[src/rtl/jtframe_uart_bridge_pkg.sv]
// Shared opcode and reply byte values plus the parser state encoding.
// Host-side tools and the testbench use the same values, so the wire protocol is defined in one place.
// No logic lives here. The package holds only constants and types.
package jtframe_uart_bridge_pkg;

    // Frame opcodes sent by the host
    localparam logic [7:0] OP_RD   = 8'h52;  // 'R' AH AL
    localparam logic [7:0] OP_WR   = 8'h57;  // 'W' AH AL D

    // Reply bytes returned to the host
    localparam logic [7:0] RPL_OK  = 8'h4B;  // 'K' write done
    localparam logic [7:0] RPL_BAD = 8'h3F;  // '?' unknown opcode
    localparam logic [7:0] RPL_ERR = 8'h21;  // '!' framing error or bus timeout

    typedef enum logic [2:0] {
        ST_IDLE    = 3'd0,
        ST_ADDR_H  = 3'd1,
        ST_ADDR_L  = 3'd2,
        ST_DATA    = 3'd3,
        ST_BUS     = 3'd4,
        ST_TX      = 3'd5,
        ST_TX_WAIT = 3'd6
    } state_t;

endpackage

[src/rtl/jtframe_uart_bridge.sv]
// Purpose: decodes host frames 'R' AH AL and 'W' AH AL D into single-byte debug-bus accesses, with one reply byte per frame.
// Latency: a zero-wait read raises tx_wr_o 3 cycles after the AL byte is accepted.
// Backpressure: rx bytes stay pending outside the parse states; the bus request is held until bus_ok_i or BUS_TO; tx waits for !tx_busy_i.
// Ports: clk_i/rst_n_i; rx_data_i/rx_rdy_i/rx_error_i/rx_clr_o (UART rx side);
//        tx_data_o/tx_wr_o/tx_busy_i (UART tx side); bus_addr_o/bus_dout_o/bus_we_o/bus_rd_o/bus_din_i/bus_ok_i (debug bus).
module jtframe_uart_bridge
    import jtframe_uart_bridge_pkg::*;
#(
    parameter int AW      = 16,
    parameter int TIMEOUT = 5000000,
    parameter int BUS_TO  = 255
) (
    input  logic          clk_i,
    input  logic          rst_n_i,
    input  logic [7:0]    rx_data_i,
    input  logic          rx_rdy_i,
    input  logic          rx_error_i,
    output logic          rx_clr_o,
    output logic [7:0]    tx_data_o,
    output logic          tx_wr_o,
    input  logic          tx_busy_i,
    output logic [AW-1:0] bus_addr_o,
    output logic [7:0]    bus_dout_o,
    output logic          bus_we_o,
    output logic          bus_rd_o,
    input  logic [7:0]    bus_din_i,
    input  logic          bus_ok_i
);

    localparam logic [23:0] TO_LAST  = 24'(TIMEOUT - 1);
    localparam logic [7:0]  BUS_LAST = 8'(BUS_TO - 1);

    state_t        state_q, state_d;
    logic          is_wr_q, is_wr_d;
    logic [AW-1:0] addr_q, addr_d;
    logic [7:0]    dout_q, dout_d;
    logic [7:0]    tx_data_q, tx_data_d;
    logic          rx_clr_q, rx_clr_d;
    logic          tx_wr_q, tx_wr_d;
    logic          bus_we_q, bus_we_d;
    logic          bus_rd_q, bus_rd_d;
    logic [23:0]   to_cnt_q, to_cnt_d;
    logic [7:0]    bus_cnt_q, bus_cnt_d;
    logic          wait_first_q, wait_first_d;

    logic parse_st;
    logic accept;

    // rx_rdy_i is still high in the cycle rx_clr_o is asserted, so gating on rx_clr_q prevents double consumption.
    assign parse_st = (state_q == ST_IDLE) || (state_q == ST_ADDR_H) ||
                      (state_q == ST_ADDR_L) || (state_q == ST_DATA);
    assign accept   = parse_st && rx_rdy_i && !rx_clr_q;

    always_comb begin
        state_d      = state_q;
        is_wr_d      = is_wr_q;
        addr_d       = addr_q;
        dout_d       = dout_q;
        tx_data_d    = tx_data_q;
        rx_clr_d     = 1'b0;
        tx_wr_d      = 1'b0;
        bus_we_d     = bus_we_q;
        bus_rd_d     = bus_rd_q;
        to_cnt_d     = to_cnt_q;
        bus_cnt_d    = bus_cnt_q;
        wait_first_d = wait_first_q;

        if (accept) begin
            rx_clr_d = 1'b1;
            to_cnt_d = '0;
        end

        unique case (state_q)
            ST_IDLE: begin
                if (accept) begin
                    if (rx_error_i) begin
                        tx_data_d = RPL_ERR;
                        state_d   = ST_TX;
                    end else if (rx_data_i == OP_RD || rx_data_i == OP_WR) begin
                        is_wr_d = (rx_data_i == OP_WR);
                        state_d = ST_ADDR_H;
                    end else begin
                        tx_data_d = RPL_BAD;
                        state_d   = ST_TX;
                    end
                end
            end
            ST_ADDR_H, ST_ADDR_L, ST_DATA: begin
                if (accept) begin
                    if (rx_error_i) begin
                        tx_data_d = RPL_ERR;
                        state_d   = ST_TX;
                    end else if (state_q == ST_ADDR_H) begin
                        // Holds AH until AL arrives; AH bits above AW are dropped.
                        addr_d  = AW'({8'h00, rx_data_i});
                        state_d = ST_ADDR_L;
                    end else if (state_q == ST_ADDR_L) begin
                        // {AH, AL} truncated to AW bits.
                        addr_d = AW'({addr_q, rx_data_i});
                        if (is_wr_q) begin
                            state_d = ST_DATA;
                        end else begin
                            bus_rd_d  = 1'b1;
                            bus_cnt_d = '0;
                            state_d   = ST_BUS;
                        end
                    end else begin
                        dout_d    = rx_data_i;
                        bus_we_d  = 1'b1;
                        bus_cnt_d = '0;
                        state_d   = ST_BUS;
                    end
                end else if (to_cnt_q == TO_LAST) begin
                    // Silent abandon: a partial frame gets no reply.
                    state_d = ST_IDLE;
                end else begin
                    to_cnt_d = to_cnt_q + 24'd1;
                end
            end
            ST_BUS: begin
                // bus_ok_i is checked first, so an acknowledge in the last allowed cycle wins.
                if (bus_ok_i) begin
                    bus_rd_d  = 1'b0;
                    bus_we_d  = 1'b0;
                    tx_data_d = is_wr_q ? RPL_OK : bus_din_i;
                    state_d   = ST_TX;
                end else if (bus_cnt_q == BUS_LAST) begin
                    bus_rd_d  = 1'b0;
                    bus_we_d  = 1'b0;
                    tx_data_d = RPL_ERR;
                    state_d   = ST_TX;
                end else begin
                    bus_cnt_d = bus_cnt_q + 8'd1;
                end
            end
            ST_TX: begin
                if (!tx_busy_i) begin
                    tx_wr_d      = 1'b1;
                    wait_first_d = 1'b1;
                    state_d      = ST_TX_WAIT;
                end
            end
            ST_TX_WAIT: begin
                // The UART raises busy one cycle after tx_wr, so the first cycle carries no information.
                if (wait_first_q) begin
                    wait_first_d = 1'b0;
                end else if (!tx_busy_i) begin
                    state_d = ST_IDLE;
                end
            end
            default: state_d = ST_IDLE;
        endcase
    end

    always_ff @(posedge clk_i or negedge rst_n_i) begin
        if (!rst_n_i) begin
            state_q      <= ST_IDLE;
            is_wr_q      <= 1'b0;
            addr_q       <= '0;
            dout_q       <= '0;
            tx_data_q    <= '0;
            rx_clr_q     <= 1'b0;
            tx_wr_q      <= 1'b0;
            bus_we_q     <= 1'b0;
            bus_rd_q     <= 1'b0;
            to_cnt_q     <= '0;
            bus_cnt_q    <= '0;
            wait_first_q <= 1'b0;
        end else begin
            state_q      <= state_d;
            is_wr_q      <= is_wr_d;
            addr_q       <= addr_d;
            dout_q       <= dout_d;
            tx_data_q    <= tx_data_d;
            rx_clr_q     <= rx_clr_d;
            tx_wr_q      <= tx_wr_d;
            bus_we_q     <= bus_we_d;
            bus_rd_q     <= bus_rd_d;
            to_cnt_q     <= to_cnt_d;
            bus_cnt_q    <= bus_cnt_d;
            wait_first_q <= wait_first_d;
        end
    end

    assign rx_clr_o   = rx_clr_q;
    assign tx_data_o  = tx_data_q;
    assign tx_wr_o    = tx_wr_q;
    assign bus_addr_o = addr_q;
    assign bus_dout_o = dout_q;
    assign bus_we_o   = bus_we_q;
    assign bus_rd_o   = bus_rd_q;

endmodule

[config.mk]
export PLATFORM = sky130hd
export DESIGN_NAME = jtframe_uart_bridge
export DESIGN_NICKNAME = d
export VERILOG_FILES = /design/src/rtl/jtframe_uart_bridge_pkg.sv /design/src/rtl/jtframe_uart_bridge.sv
export SDC_FILE = /design/constraint.sdc
export NUM_CORES = 1
export LEC_CHECK = 0
export CORE_MARGIN = 4
export CORE_UTILIZATION = 58
export CTS_CLUSTER_DIAMETER = 120
export DETAILED_ROUTE_END_ITERATION = 16
export GPL_ROUTABILITY_DRIVEN = 0
export HOLD_SLACK_MARGIN = 0.05
export PLACE_DENSITY = 0.86
export SYNTH_ARGS = -nofsm -noshare
export SYNTH_HDL_FRONTEND = slang
export SYNTH_SLANG_ARGS = --single-unit
export TNS_END_PERCENT = 5
[constraint.sdc]
create_clock -name clk_i -period 4.4 [get_ports clk_i]
set_clock_uncertainty 0.15 [all_clocks]
set_input_delay 0.66 -clock clk_i [delete_from_list [all_inputs] [get_ports clk_i]]
set_output_delay 0.66 -clock clk_i [all_outputs]
set_load 0.03 [all_outputs]
# After elaboration in Yosys (flattened, before gate mapping)
# Index checks and enable logic that the tools add are counted.
# totals
ff_bits,73
inputBits,22
out_inout_bits,36
elab_cells,122
# classes
addsub,2
n_eq_ne,27
mux,56
n_bitwise,3
n_reduce_logical,22
# ops
cell,n
2-to-1 mux 8 bit,15
2-to-1 mux 24 bit,4
2-to-1 mux 3 bit,14
2-to-1 mux 16 bit,2
inequality test 2 bit (second input constant),13
adder 24 x 1 -> 24 bit (second input constant),1
== test 24 x 23 -> 1 bit (second input constant),1
case mux 8 bit (3 select lines),1
AND reduction 6 bit,3
== test 8 x 7 -> 1 bit (second input constant),2
case mux 8 bit (2 select lines),1
2-to-1 mux 1 bit,15
case mux 3 bit (5 select lines),1
AND reduction 7 bit,2
inequality test 3 bit (second input constant),4
== test 3 bit (second input constant),3
adder 8 x 1 -> 8 bit (second input constant),1
== test 8 bit (second input constant),1
AND reduction 4 bit,2
== test 3 x 2 -> 1 bit (second input constant),2
case mux 1 bit (2 select lines),3
nonzero test 2 bit,3
AND reduction 5 bit,1
logical OR 1 bit,4
8 further kinds,11

# Longest topological paths before layout
# logic_depth
word_depth,10
depth_mapped,9
depth_no_buf,7

# Worst setup path before layout
# Ideal clock, no wire load.
# synth_path
kind,input to register
from,input rx_rdy_i
to,register bus_cnt_q[5]
setup_time_ps,78
arrival_ps,2286
required_ps,4172
path_slack_ps,1886
cell_stages,6
path_buffers,1
cell_sequence,or3b_1 buf_2 or3_4 a21o_1 or4_1 a21oi_1
# synth_between
elab_chain_cells,4
# synth_rtl
item,line_no,text
from (decl),jtframe_uart_bridge.sv:16,"input logic rx_rdy_i,"
logical AND 1 bit (2 in a row),jtframe_uart_bridge.sv:52,assign accept = parse_st && rx_rdy_i && !rx_clr_q;
inequality test 2 bit (no line),n/a,
AND reduction 7 bit (no line),n/a,
to (signal assigned),jtframe_uart_bridge.sv:180,bus_cnt_q <= bus_cnt_d;
to (decl),jtframe_uart_bridge.sv:43,"logic [7:0] bus_cnt_q, bus_cnt_d;"
# No other way between the ends.
# A chain may end at the register's enable or synchronous reset.

# Worst setup path in the final report
# Ends and elaborated chain as after synthesis.

==> impl_results.md <==
* CTS hold repair buffers at 0
* Final Hold Fails at 0
* Status: completed
* Worst Setup EP: bus_cnt_q[5]$_DFFE_PN0P_
* CP delay by family, top: simple AND/OR/NAND/NOR gates
* Die H at 86.9 um
* Final WL at roughly 8200 um
* Max FO, Critical Path at 8
* Ys flop type: dfrtp_1
* RSZ-0062 raised after global routing: false
* Via density at roughly 5.9
* Placed Cells at 500
* Syn_nets at roughly 400
* CTS resizes at 0
* Peak Freq at 358 MHz
* Initial Util at 0.602
* Flops & latches, synth at 73
* Gate Count Post-Synth at approximately 380
* First-pass GRT wire length at 14400 um
* GR Overflow Total at 0
* Port Buffers at between 50 and 60
* Reg2Reg Depth at 6
* Max VDD drop at ~0.43 mV
* PD cells at approximately 610 nW/um^2
* Slowest Stage Delay on Critical Path at about 0.50 ns
* Initial antenna violation count at 0
* Async S/R FF share, synth at 1.00
* # setup viols final at 0
* Worst Hold Class: input pin to asynchronous set/reset pin
* Final cell count without fillers at 516
* Largest net degree at the start of global routing at 44
* CP max-delay cell: clkdlybuf4s50_1
* Ant. Diodes at 0
* Clock Sinks at 73
* CP Launch Type: input pin
* Worst-margin pin slew at approximately 0.98 ns
* Synth-to-Final Area Change at 22.6%
* Root Buffer Master: clkbuf_8
* Setup slack after layout at between 1.5 and 2 ns
* Die ar. at roughly 7500 sq um
* Area of the core at around 6000 sq um
* Setup TNS at 0 ns
* Drt first pass iters at 5
* Num CTS Buffers at 9
* DRC viols at 0
* Post-CTS setup buffer count at 0
* Count of different cell masters after synthesis at 50
* Io pins at 58
* Syn Area/Cell at around 9.4 sq um
* Worst path bufs/invs at 1
* Cells along the critical path: clkdlybuf4s50_1 > or3b_1 > or3_4 > a21o_1 > or4_1 > a21oi_1
* Worst path arrival time at slightly below 3 ns
* Worst R2R Start: to_cnt_q[7]$_DFF_PN0_
* Fin util at 0.739
* Clock Pin Slew Worst Setup and Hold Paths at 0.08 ns
* Nets at 461
* CP endpoint kind: flip-flop
* Die W at slightly below 90 um
* Slew Viols, Final at 0
* Crit path depth at 6
* Seq/Total Area, Yosys at 0.506
* Post-Syn Area at 3610 sq um
* Post-synth EDFFs at 0
* H-tree Lvls at 3
* Antenna Nets Post-Route at 0
* Critical path type: input pin to flip-flop
* Period utilization at 0.635
* Worst relative slew slack at 0.346
* Post-layout min period at roughly 2.8 ns
* GRT Util Overall at 0.244
* Worst slack, placed at about 1.3 ns
* Setup crit start: rx_rdy_i
* Worst-Skew Late Latency at around 0.35 ns
* Yosys warning total at 0
* CTS tree: built
* Clock Path Buffers at 2
* Max-Cap Viols at 0
* CP required at around 4.5 ns
* R2R Setup Slk at between 1.5 and 2 ns
* Worst r2r dst: state_q[0]$_DFFE_PN0P_
* Routed len/inst at ~16 um
* Via count at around 3100
* Iter 0 DRT Violations at 222
* DP HPWL at 5700 um
* Number of global-route vias before repair at 3025
* Static leakage at ~0.0019 uW
* Row count at 28
* Layout cells sized above 1 at 0.0816
per-layer routing:
layer / global-route usage / vias up / wire length (um)
li1: - / 1475 / -
met1: 0.342 / 1453 / 3670
met2: 0.366 / 117 / 3810
met3: 0.0473 / 13 / 533
met4: 0.115 / 0 / 161
met5: 0 / - / 0
stage by stage:
step | hold slack [ns] | area, sq um | total power [uW]
CTS | 0.324 | 4430 | 2700
global route | 0.350 | 4430 | 2860
finish | 0.321 | 4430 | 2690
global placement | 0.302 | 4220 | 2120
floorplan | 0.214 | 3610 | 1750
detailed placement | 0.304 | 4220 | 2160
state kept, by name (all words and copies together), names as in the netlist:
| signal | count |
|---|---|
| to_cnt_q | 24 |
| bus_addr_o | 16 |
| bus_cnt_q | 8 |
| bus_dout_o | 8 |
| tx_data_o | 8 |
| state_q | 3 |
| bus_rd_o | 1 |
| bus_we_o | 1 |
| is_wr_q | 1 |
| rx_clr_o | 1 |
| tx_wr_o | 1 |
| wait_first_q | 1 |
layout by cell type (no fill, tap or decap), types with 3 or more instances in the layout:
| cell type | n |
|---|---|
| nand3b_1 | 3 |
| ha_1 | 3 |
| clkdlybuf4s50_1 | 56 |
| mux2_1 | 4 |
| dfrtp_1 | 73 |
| nor3b_1 | 3 |
| and4_1 | 3 |
| nor3_1 | 8 |
| nand4_1 | 7 |
| o21ai_0 | 20 |
| nand2_1 | 65 |
| inv_1 | 9 |
| or3_1 | 8 |
| o31ai_1 | 12 |
| mux2_2 | 10 |
| nand3_1 | 20 |
| nor4_1 | 4 |
| nor2_1 | 26 |
| or4_1 | 9 |
| a21o_1 | 3 |
| and3_1 | 6 |
| xnor2_1 | 12 |
| clkbuf_8 | 10 |
| a21oi_1 | 21 |
| buf_4 | 4 |
cell families (layout without fill, tap and decap cells):
| logic type | Yosys count | count (layout) | share of synthesized area |
|---|---|---|---|
| AOI/OAI and AO/OA | 73 | 73 | 0.126 |
| xor gates and xnor gates | 14 | 14 | 0.0340 |
| adders and majority gates | 3 | 3 | 0.0104 |
| buffers and inverters | 28 | 87 | 0.0319 |
| DFF | 73 | 73 | 0.506 |
| muxes | 14 | 14 | 0.0437 |
| and+or+nand+nor | 177 | 177 | 0.248 |
cells in the mapped netlist (all sizes together) (3+ instances only):
| library cell | n | area share |
|---|---|---|
| dfrtp | 73 | 0.51 |
| nand2 | 65 | 0.068 |
| nor2 | 26 | 0.027 |
| a21oi | 21 | 0.029 |
| o21ai | 21 | 0.029 |
| nand3 | 20 | 0.028 |
| mux2 | 14 | 0.044 |
| clkbuf | 13 | 0.014 |
| o31ai | 13 | 0.028 |
| xnor2 | 12 | 0.029 |
| inv | 9 | 0.0094 |
| or3 | 9 | 0.017 |
| or4 | 9 | 0.019 |
| nor3 | 8 | 0.011 |
| nand4 | 7 | 0.012 |
| and3 | 6 | 0.010 |
| buf | 5 | 0.0080 |
| nor4 | 4 | 0.0069 |
| a21o | 3 | 0.0062 |
| and4 | 3 | 0.0073 |
| ha | 3 | 0.010 |
| nand3b | 3 | 0.0062 |
| nor3b | 3 | 0.0062 |
| or2 | 3 | 0.0052 |
worst min-delay path by stage:
stage	to	cells after the start
detailed placement	bus_addr_o[14]$_DFFE_PN0P_	2
CTS	bus_addr_o[14]$_DFFE_PN0P_	2
global placement	bus_addr_o[12]$_DFFE_PN0P_	2
finish	bus_cnt_q[6]$_DFFE_PN0P_	1
floorplan	bus_addr_o[0]$_DFFE_PN0P_	0
global route	bus_addr_o[8]$_DFFE_PN0P_	2
final cells by class:
type	instances	area (sq um)
Clock buffer	10	138
Clock inverter	6	67.6
Fill cell	434	1570
Inverter	10	37.5
Multi-Input combinational cell	281	1670
Sequential cell	73	1830
Tap cell	75	93.8
Timing Repair Buffer	61	596
where the power goes:
| group | switching (uW) | total (uW) | leakage (uW) | internal (uW) |
|---|---|---|---|---|
| Sequential | 172 | 1020 | 0.000963 | 843 |
| Combinational | 670 | 1140 | 0.000822 | 468 |
| Clock | 258 | 536 | 0.0000985 | 278 |
No activity file was read; power rests on OpenSTA's default activity.
